### config.mk
export PLATFORM = sky130hd
export DESIGN_NAME = jamma_joy_scan_flat
export DESIGN_NICKNAME = d
export VERILOG_FILES = /design/src/rtl/jamma_joy_scan_if.sv /design/src/rtl/jamma_joy_scan.sv /design/src/flat_wrapper.sv
export SDC_FILE = /design/constraint.sdc
export NUM_CORES = 1
export LEC_CHECK = 0
export ABC_CLOCK_PERIOD_IN_PS = 1800
export CORE_ASPECT_RATIO = 0.6
export CORE_UTILIZATION = 57
export DETAILED_ROUTE_END_ITERATION = 10
export DONT_BUFFER_PORTS = 1
export PLACE_DENSITY = 0.78
export SYNTH_ARGS = -nofsm -noshare
export SYNTH_HDL_FRONTEND = slang
export SYNTH_SLANG_ARGS = --single-unit
### constraint.sdc
create_clock -name clk_sys -period 1.8 [get_ports clk_sys]
set_input_delay 0.54 -clock clk_sys [delete_from_list [all_inputs] [get_ports clk_sys]]
set_output_delay 0.54 -clock clk_sys [all_outputs]
set_load 0.01 [all_outputs]
### src/rtl/jamma_joy_scan_if.sv
// Signal bundle between the JAMMA connector/keyboard side and the control scanner.
interface jamma_joy_scan_if #(
    parameter int NUM_PLAYERS = 2,
    parameter int JOY_W       = 8
);
    localparam int SEL_W = (NUM_PLAYERS > 2) ? $clog2(NUM_PLAYERS) : 1;

    // No valid/ready pair: jjoy is only qualified by the scanner's own SAMPLE tick while
    // jsel points at a player, joy_out is valid every cycle, scan_done is a 1-cycle strobe.
    logic [JOY_W-1:0]             jjoy;
    logic [NUM_PLAYERS*JOY_W-1:0] kb_press;
    logic [SEL_W-1:0]             jsel;
    logic [NUM_PLAYERS*JOY_W-1:0] joy_out;
    logic                         scan_done;
    logic                         scan_state;  // 1 while the scan FSM sits in SAMPLE

    modport master (
        output jjoy, kb_press,
        input  jsel, joy_out, scan_done, scan_state
    );

    modport slave (
        input  jjoy, kb_press,
        output jsel, joy_out, scan_done, scan_state
    );
endinterface

### src/rtl/jamma_joy_scan.sv
// Time-multiplexed JAMMA joystick scanner: select, settle, sample, per-bit debounce,
// keyboard overlay and one registered active-low control word per player.
module jamma_joy_scan #(
    parameter int NUM_PLAYERS = 2,
    parameter int JOY_W       = 8,
    parameter int SETTLE      = 1,
    parameter int DEBOUNCE    = 2
) (
    input  logic            clk_sys,
    input  logic            reset,
    input  logic            ena,
    jamma_joy_scan_if.slave bus
);
    localparam int             SEL_W       = (NUM_PLAYERS > 2) ? $clog2(NUM_PLAYERS) : 1;
    localparam int             TOT_W       = NUM_PLAYERS * JOY_W;
    localparam logic [7:0]     SETTLE_LAST = (SETTLE == 0) ? 8'd0 : 8'(SETTLE - 1);
    localparam logic [3:0]     DB_LAST     = 4'(DEBOUNCE - 1);
    localparam logic [SEL_W-1:0] P_LAST    = SEL_W'(NUM_PLAYERS - 1);

    typedef enum logic {
        ST_SETTLE = 1'b0,
        ST_SAMPLE = 1'b1
    } state_e;

    // With no settle time every tick is a sample, so the FSM parks in SAMPLE.
    localparam state_e ST_RESET = (SETTLE == 0) ? ST_SAMPLE : ST_SETTLE;

    state_e                                   state_q, state_d;
    logic [7:0]                               cnt_q, cnt_d;
    logic [SEL_W-1:0]                         p_q, p_d;
    logic [NUM_PLAYERS-1:0][JOY_W-1:0]        stable_q, stable_d;
    logic [NUM_PLAYERS-1:0][JOY_W-1:0][3:0]   dbc_q, dbc_d;
    logic [TOT_W-1:0]                         joy_q;
    logic [TOT_W-1:0]                         stable_flat;
    logic                                     do_sample;

    assign stable_flat = stable_q;

    always_comb begin
        state_d   = state_q;
        cnt_d     = cnt_q;
        p_d       = p_q;
        do_sample = 1'b0;
        if (ena) begin
            case (state_q)
                ST_SETTLE: begin
                    if (cnt_q == SETTLE_LAST) begin
                        state_d = ST_SAMPLE;
                    end else begin
                        cnt_d = cnt_q + 8'd1;
                    end
                end
                ST_SAMPLE: begin
                    do_sample = 1'b1;
                    p_d       = (p_q == P_LAST) ? '0 : p_q + 1'b1;
                    cnt_d     = 8'd0;
                    state_d   = (SETTLE == 0) ? ST_SAMPLE : ST_SETTLE;
                end
            endcase
        end
    end

    // Only the player currently on the connector has its debounce state touched.
    always_comb begin
        stable_d = stable_q;
        dbc_d    = dbc_q;
        if (do_sample) begin
            for (int p = 0; p < NUM_PLAYERS; p++) begin
                if (p_q == SEL_W'(p)) begin
                    for (int j = 0; j < JOY_W; j++) begin
                        if (bus.jjoy[j] == stable_q[p][j]) begin
                            dbc_d[p][j] = 4'd0;
                        end else if (dbc_q[p][j] == DB_LAST) begin
                            stable_d[p][j] = bus.jjoy[j];
                            dbc_d[p][j]    = 4'd0;
                        end else begin
                            dbc_d[p][j] = dbc_q[p][j] + 4'd1;
                        end
                    end
                end
            end
        end
    end

    always_ff @(posedge clk_sys) begin
        if (reset) begin
            state_q  <= ST_RESET;
            cnt_q    <= 8'd0;
            p_q      <= '0;
            stable_q <= '1;
            dbc_q    <= '0;
            joy_q    <= '1;
        end else begin
            state_q  <= state_d;
            cnt_q    <= cnt_d;
            p_q      <= p_d;
            stable_q <= stable_d;
            dbc_q    <= dbc_d;
            joy_q    <= stable_flat & ~bus.kb_press;
        end
    end

    assign bus.jsel       = p_q;
    assign bus.joy_out    = joy_q;
    assign bus.scan_done  = do_sample && (p_q == P_LAST) && !reset;
    assign bus.scan_state = (state_q == ST_SAMPLE);
endmodule

### src/flat_wrapper.sv
// flat-port wrapper written by rule: the top's interface ports become plain ports
module jamma_joy_scan_flat 
#(
    parameter int NUM_PLAYERS = 2,
    parameter int JOY_W       = 8,
    parameter int SETTLE      = 1,
    parameter int DEBOUNCE    = 2
)
  (clk_sys, reset, ena, bus_jjoy, bus_kb_press, bus_jsel, bus_joy_out, bus_scan_done, bus_scan_state);
  jamma_joy_scan_if #(.NUM_PLAYERS(NUM_PLAYERS), .JOY_W(JOY_W)) bus_i ();
  input  logic clk_sys;
  input  logic reset;
  input  logic ena;
  input wire logic [$bits(bus_i.jjoy)-1:0] bus_jjoy;
  input wire logic [$bits(bus_i.kb_press)-1:0] bus_kb_press;
  output wire logic [$bits(bus_i.jsel)-1:0] bus_jsel;
  output wire logic [$bits(bus_i.joy_out)-1:0] bus_joy_out;
  output wire logic [$bits(bus_i.scan_done)-1:0] bus_scan_done;
  output wire logic [$bits(bus_i.scan_state)-1:0] bus_scan_state;
  assign bus_i.jjoy = bus_jjoy;
  assign bus_i.kb_press = bus_kb_press;
  assign bus_jsel = bus_i.jsel;
  assign bus_joy_out = bus_i.joy_out;
  assign bus_scan_done = bus_i.scan_done;
  assign bus_scan_state = bus_i.scan_state;
  jamma_joy_scan #(.NUM_PLAYERS(NUM_PLAYERS), .JOY_W(JOY_W), .SETTLE(SETTLE), .DEBOUNCE(DEBOUNCE)) u_core (.clk_sys(clk_sys), .reset(reset), .ena(ena), .bus(bus_i));
endmodule
# After elaboration in Yosys (flattened, before gate mapping)
# Index checks and enable logic that the tools add are counted.
[word_totals]
memories = 0
mem_bits_rw = 0
mem_bits_ro = 0
register_bits = 106
latchBits = 0
[op_classes]
n_reduce_logical = 24
n_div = 0
mux = 39
n_shift = 0
add_sub_neg = 18
eq_ne = 33
n_bitwise = 20
n_mul = 0
n_lt_le_gt_ge = 0
[op_table]
columns = ["op", "n"]
rows = [
  ["4-bit two-way mux", 32],
  ["4-bit by 1-bit adder with 4-bit output, second input constant", 16],
  ["4-bit by 1-bit == test with 1-bit output, second input constant", 16],
  ["4-bit AND reduction", 16],
  ["1-bit inverter", 18],
  ["16-bit AND", 1],
  ["1-bit == test", 16],
  ["16-bit inverter", 1],
  ["8-bit one-hot mux with 2 select lines", 1],
  ["8-bit by 1-bit adder with 8-bit output, second input constant", 1],
  ["8-bit zero test", 1],
  ["8-bit two-way mux", 1],
  ["2-bit AND reduction", 4],
  ["1-bit two-way mux", 4],
  ["1-bit logical AND", 2],
  ["2-bit inequality test, second input constant", 1],
  ["1-bit one-hot mux with 2 select lines", 1],
  ["1-bit adder, second input constant", 1],
  ["1-bit zero test", 1],
]

# Logic depth before layout (Yosys ltp)
[logic_depth]
ltp_word = 4
mapped_depth = 6

# Worst setup path after synthesis
# OpenSTA, ideal clock, no wires.
[synth_path]
kind = "input port to output port"
startpoint = "in ena"
endpoint = "out bus_scan_done"
path_slack_ns = -0.151
t_required_ns = 1.260
t_arrival_ns = 1.411
path_stages = 5
n_path_buf = 3
cell_sequence = "buf_2 nand3_1 clkbuf_1 clkbuf_1 nor2_1"
[synth_via]
elab_chain_len = 3
[synth_lines]
columns = ["item", "line_no", "source"]
rows = [
  ["from (decl)", "flat_wrapper.sv:13", "input logic ena;"],
  ["1-bit two-way mux", "jamma_joy_scan.sv:44", "if (ena) begin"],
  ["1-bit logical AND (2 in series)", "jamma_joy_scan.sv:105", "assign bus.scan_done = do_sample && (p_q == P_LAST) && !reset;"],
  ["to (decl)", "flat_wrapper.sv:18", "output wire logic [$bits(bus_i.scan_done)-1:0] bus_scan_done;"],
]
# Every way passes these cells.

# Worst setup path in the final report
[layout_path]
startpoint = "reg u_core.p_q (netlist: u_core.bus.jsel)"
endpoint = "out bus_scan_done"
[layout_via]
elab_chain_len = 2
[layout_lines]
columns = ["item", "line_no", "source"]
rows = [
  ["from (decl)", "jamma_joy_scan.sv:30", "logic [SEL_W-1:0] p_q, p_d;"],
  ["from (signal assigned)", "jamma_joy_scan.sv:96", "p_q <= p_d;"],
  ["1-bit logical AND (2 in series)", "jamma_joy_scan.sv:105", ""],
]
# Every way passes these cells.

==> results.sh <==
export IMPL_worst_setup_path_type="flip-flop to output pin"
export IMPL_timing_critical_path_cells="nand3_2, buf_12, nor2_4"
export IMPL_ys_seq_area_frac=0.410
export IMPL_hold_path_class="primary input to flip-flop"
export IMPL_synth_top_cells_by_area="sky130_fd_sc_hd__dfxtp_1 41%, sky130_fd_sc_hd__ha_1 8.2%, sky130_fd_sc_hd__o21ai_0 4.9%, sky130_fd_sc_hd__a21oi_1 4.3%, sky130_fd_sc_hd__xor2_1 4.1%"
export IMPL_synth_lib_cells_used_distinct=41
export IMPL_number_of_antenna_violations_at_the_first_check_in_global_routing=2
export IMPL_placement_rows=26
export IMPL_yosys_warnings=0
export IMPL_worst_clock_skew_ns=0.00833
export IMPL_path_delay_family="flip-flops"
export IMPL_drt_pass1_iter_count=7
export IMPL_postCtsSetupRepairBufs=0
export IMPL_groute_usage_overall=0.244
export IMPL_tightestPinTransition_ns=0.473
export IMPL_endpoint_class_of_the_critical_path="output pin"
export IMPL_core_area_um2=8650
export IMPL_clk_latency_ns=0.35
export IMPL_final_max_slew_viol_count=0
export IMPL_reg_area_um2=2130
export IMPL_ctsHtreeMaxLevel=3
export IMPL_worstSetupStartpointType="flip-flop"
export IMPL_outcome="completed"
export IMPL_clock_sink_count=106
export IMPL_most_area_hungry_cell_type_in_the_yosys_netlist="sky130_fd_sc_hd__dfxtp_1"
export IMPL_maxCapViolations=0
export IMPL_timing_critical_path_required_ns=1.26
export IMPL_die_height_um=75.8
export IMPL_grt_overflow_total=0
export IMPL_setup_total_negative_slack_ns=0
export IMPL_fin_ws_ns=0.0423
export IMPL_n_fill_cell=712
export IMPL_root_buffer="sky130_fd_sc_hd__clkbuf_16"
export IMPL_cts_tree="done"
export IMPL_dp_slack_ns=0.159
export IMPL_final_hpwl_from_detailed_placement_mm=7.27
export IMPL_final_min_clock_period_ns=1.76
export IMPL_floorplan_initialDensity=0.598
export IMPL_worstPathBufferInverterCount=1
export IMPL_grt_first_pass_wirelength_mm=18.4
export IMPL_final_hold_violation_count=0
export IMPL_via_count=4309
export IMPL_multiInputGateArea_um2=2730
export IMPL_design_die_area_um2=9480
export IMPL_final_area_um2=5680
export IMPL_pin_count=46
export IMPL_area_growth_pct=9.71
export IMPL_report_final_setup_viol=0
export IMPL_maximum_clock_frequency_mhz=569
export IMPL_synthCells=592
export IMPL_die_w_um=125
export IMPL_holdWs_ns=0.276
export IMPL_critPathMaxStageDelay_ns=0.38
export IMPL_cts_clk_slew_worst_paths_ns=0.07
export IMPL_synth_top_cell_area_share=0.410
export IMPL_avgViaCountPerCell=6.16
export IMPL_final_common_cell="sky130_fd_sc_hd__dfxtp_1"
export IMPL_min_period_over_period=0.976
export IMPL_port_buffers=0
export IMPL_drt_antenna_violating_nets=0
export IMPL_worst_path_max_fanout=25
export IMPL_synth_ff_latch_count=106
export IMPL_gp_congestion=0.819
export IMPL_ir_drop_mv=0.461
export IMPL_syn_nets=653
export IMPL_layout_drive_gt1_share=0.0698
export IMPL_clockBufferDepth=2
export IMPL_syn_mean_instance_area_um2=8.75
export IMPL_num_nets_final=643
export IMPL_initialDrtViolationCount=256
export IMPL_drc=0
export IMPL_routedWlPerCell_um=16.3
export IMPL_placed_cells=682
export IMPL_grt_pass1_vias=3938
export IMPL_max_slew_margin_rel=0.684
export IMPL_numCtsBuffers=9
export IMPL_data_arrival_time_at_the_worst_slack_endpoint_ns=1.22
export IMPL_drt_wl_total_mm=11.4
export IMPL_mostFrequentLayoutCells="105 x sky130_fd_sc_hd__dfxtp_1, 54 x sky130_fd_sc_hd__inv_1, 51 x sky130_fd_sc_hd__o21ai_0"
export IMPL_static_power_due_to_leakage_nw=2.08
export IMPL_power_density_nw_per_um2=852
export IMPL_place_area_um2=5310
export IMPL_critical_path_slowest_cell="sky130_fd_sc_hd__dfxtp_1"
export IMPL_cts_hold_buffers=0
export IMPL_stdcell_count=700
export IMPL_mappedNetlistArea_um2=5180
export IMPL_grt_max_degree=76
metal layers:
metal / part of all wire / vias up / global-route usage
met5: 0 / - / 0
met4: 0.0099 / 0 / 0.0772
met3: 0.056 / 10 / 0.0667
met2: 0.47 / 106 / 0.428
met1: 0.47 / 2076 / 0.301
li1: - / 2117 / -
stage by stage:
stage	utilization	power, mW
floorplan	-	2.63
global placement	0.614	2.66
detailed placement	0.614	2.67
CTS	0.653	4.87
global route	0.656	4.97
finish	0.657	4.84
where the power goes:
part	internal [mW]	total, mW	leakage (nW)	switching (mW)
Sequential	2.38	2.42	0.861	0.0376
Clock	1.36	2.22	0.160	0.860
Combinational	0.0735	0.207	1.06	0.133
final cells by class:
class                   count  area share
diodes                      1    0.000440
clock inverters             5      0.0181
clock buffers              11      0.0410
repair buffers             12      0.0255
multi-input cells         399       0.481
well taps                 112      0.0247
flip-flops and latches    106       0.374
inverters                  54      0.0357
cells by family after synthesis:
logic type	count (synthesis)	synth area share
xor gates and xnor gates	32	0.0541
adders and majority gates	34	0.0821
and+or+nand+nor	193	0.228
AOI/OAI and AO/OA	140	0.161
buffers and inverters	87	0.0655
DFF	106	0.410
state kept, by name, indices dropped and copies added, names as in the netlist:
signal / cells
u_core.cnt_q: 8
u_core.stable_flat: 16
u_core.dbc_q: 64
u_core.bus.jsel: 1
u_core.bus.scan_state: 1
u_core.bus.joy_out: 16
worst reg2reg max path, cell delays in order (launching register included):
cell,delay [ns]
sky130_fd_sc_hd__dfxtp_1,0.35
sky130_fd_sc_hd__inv_1,0.09
sky130_fd_sc_hd__ha_1,0.15
sky130_fd_sc_hd__or4b_4,0.46
sky130_fd_sc_hd__o31a_1,0.31
sky130_fd_sc_hd__o32ai_2,0.20
synthesized netlist by cell type (all sizes together):
cell type  instances
nor3b              7
nand3b             1
o41ai              1
o31ai              1
dfxtp            106
and3               1
xor2              24
nand3             31
o31a               1
nand2b             1
or4                3
nand4b            23
o22ai              1
a211oi             8
o211ai             1
o21ai             51
ha                34
inv               54
o311ai            18
nand4             24
xnor2              8
clkbuf            23
nor2               1
nand2             46
nor2b              1
nor3              16
and3b              1
or3b              16
or3               13
o21bai             1
and4b              7
a31oi             10
a21oi             45
or4b               1
buf               10
o32ai              2
path summary, 6_finish.rpt:
kind | start | endpoint | slack (ns) | cells after the start
max | u_core.bus.jsel | bus_scan_done | 0.04 | 3
min | reset | u_core.dbc_q[39] | 0.28 | 1
max reg2reg | u_core.cnt_q[0] | u_core.cnt_q[1] | 0.15 | 5
min reg2reg | u_core.stable_flat[1] | u_core.bus.joy_out[1] | 0.49 | 2
timing repair:
item,CTS,global route
cloned,0,1
resized for setup,1,2
setup endpoints to repair,1,1
Note: power is estimated with default switching activity, not from simulation.
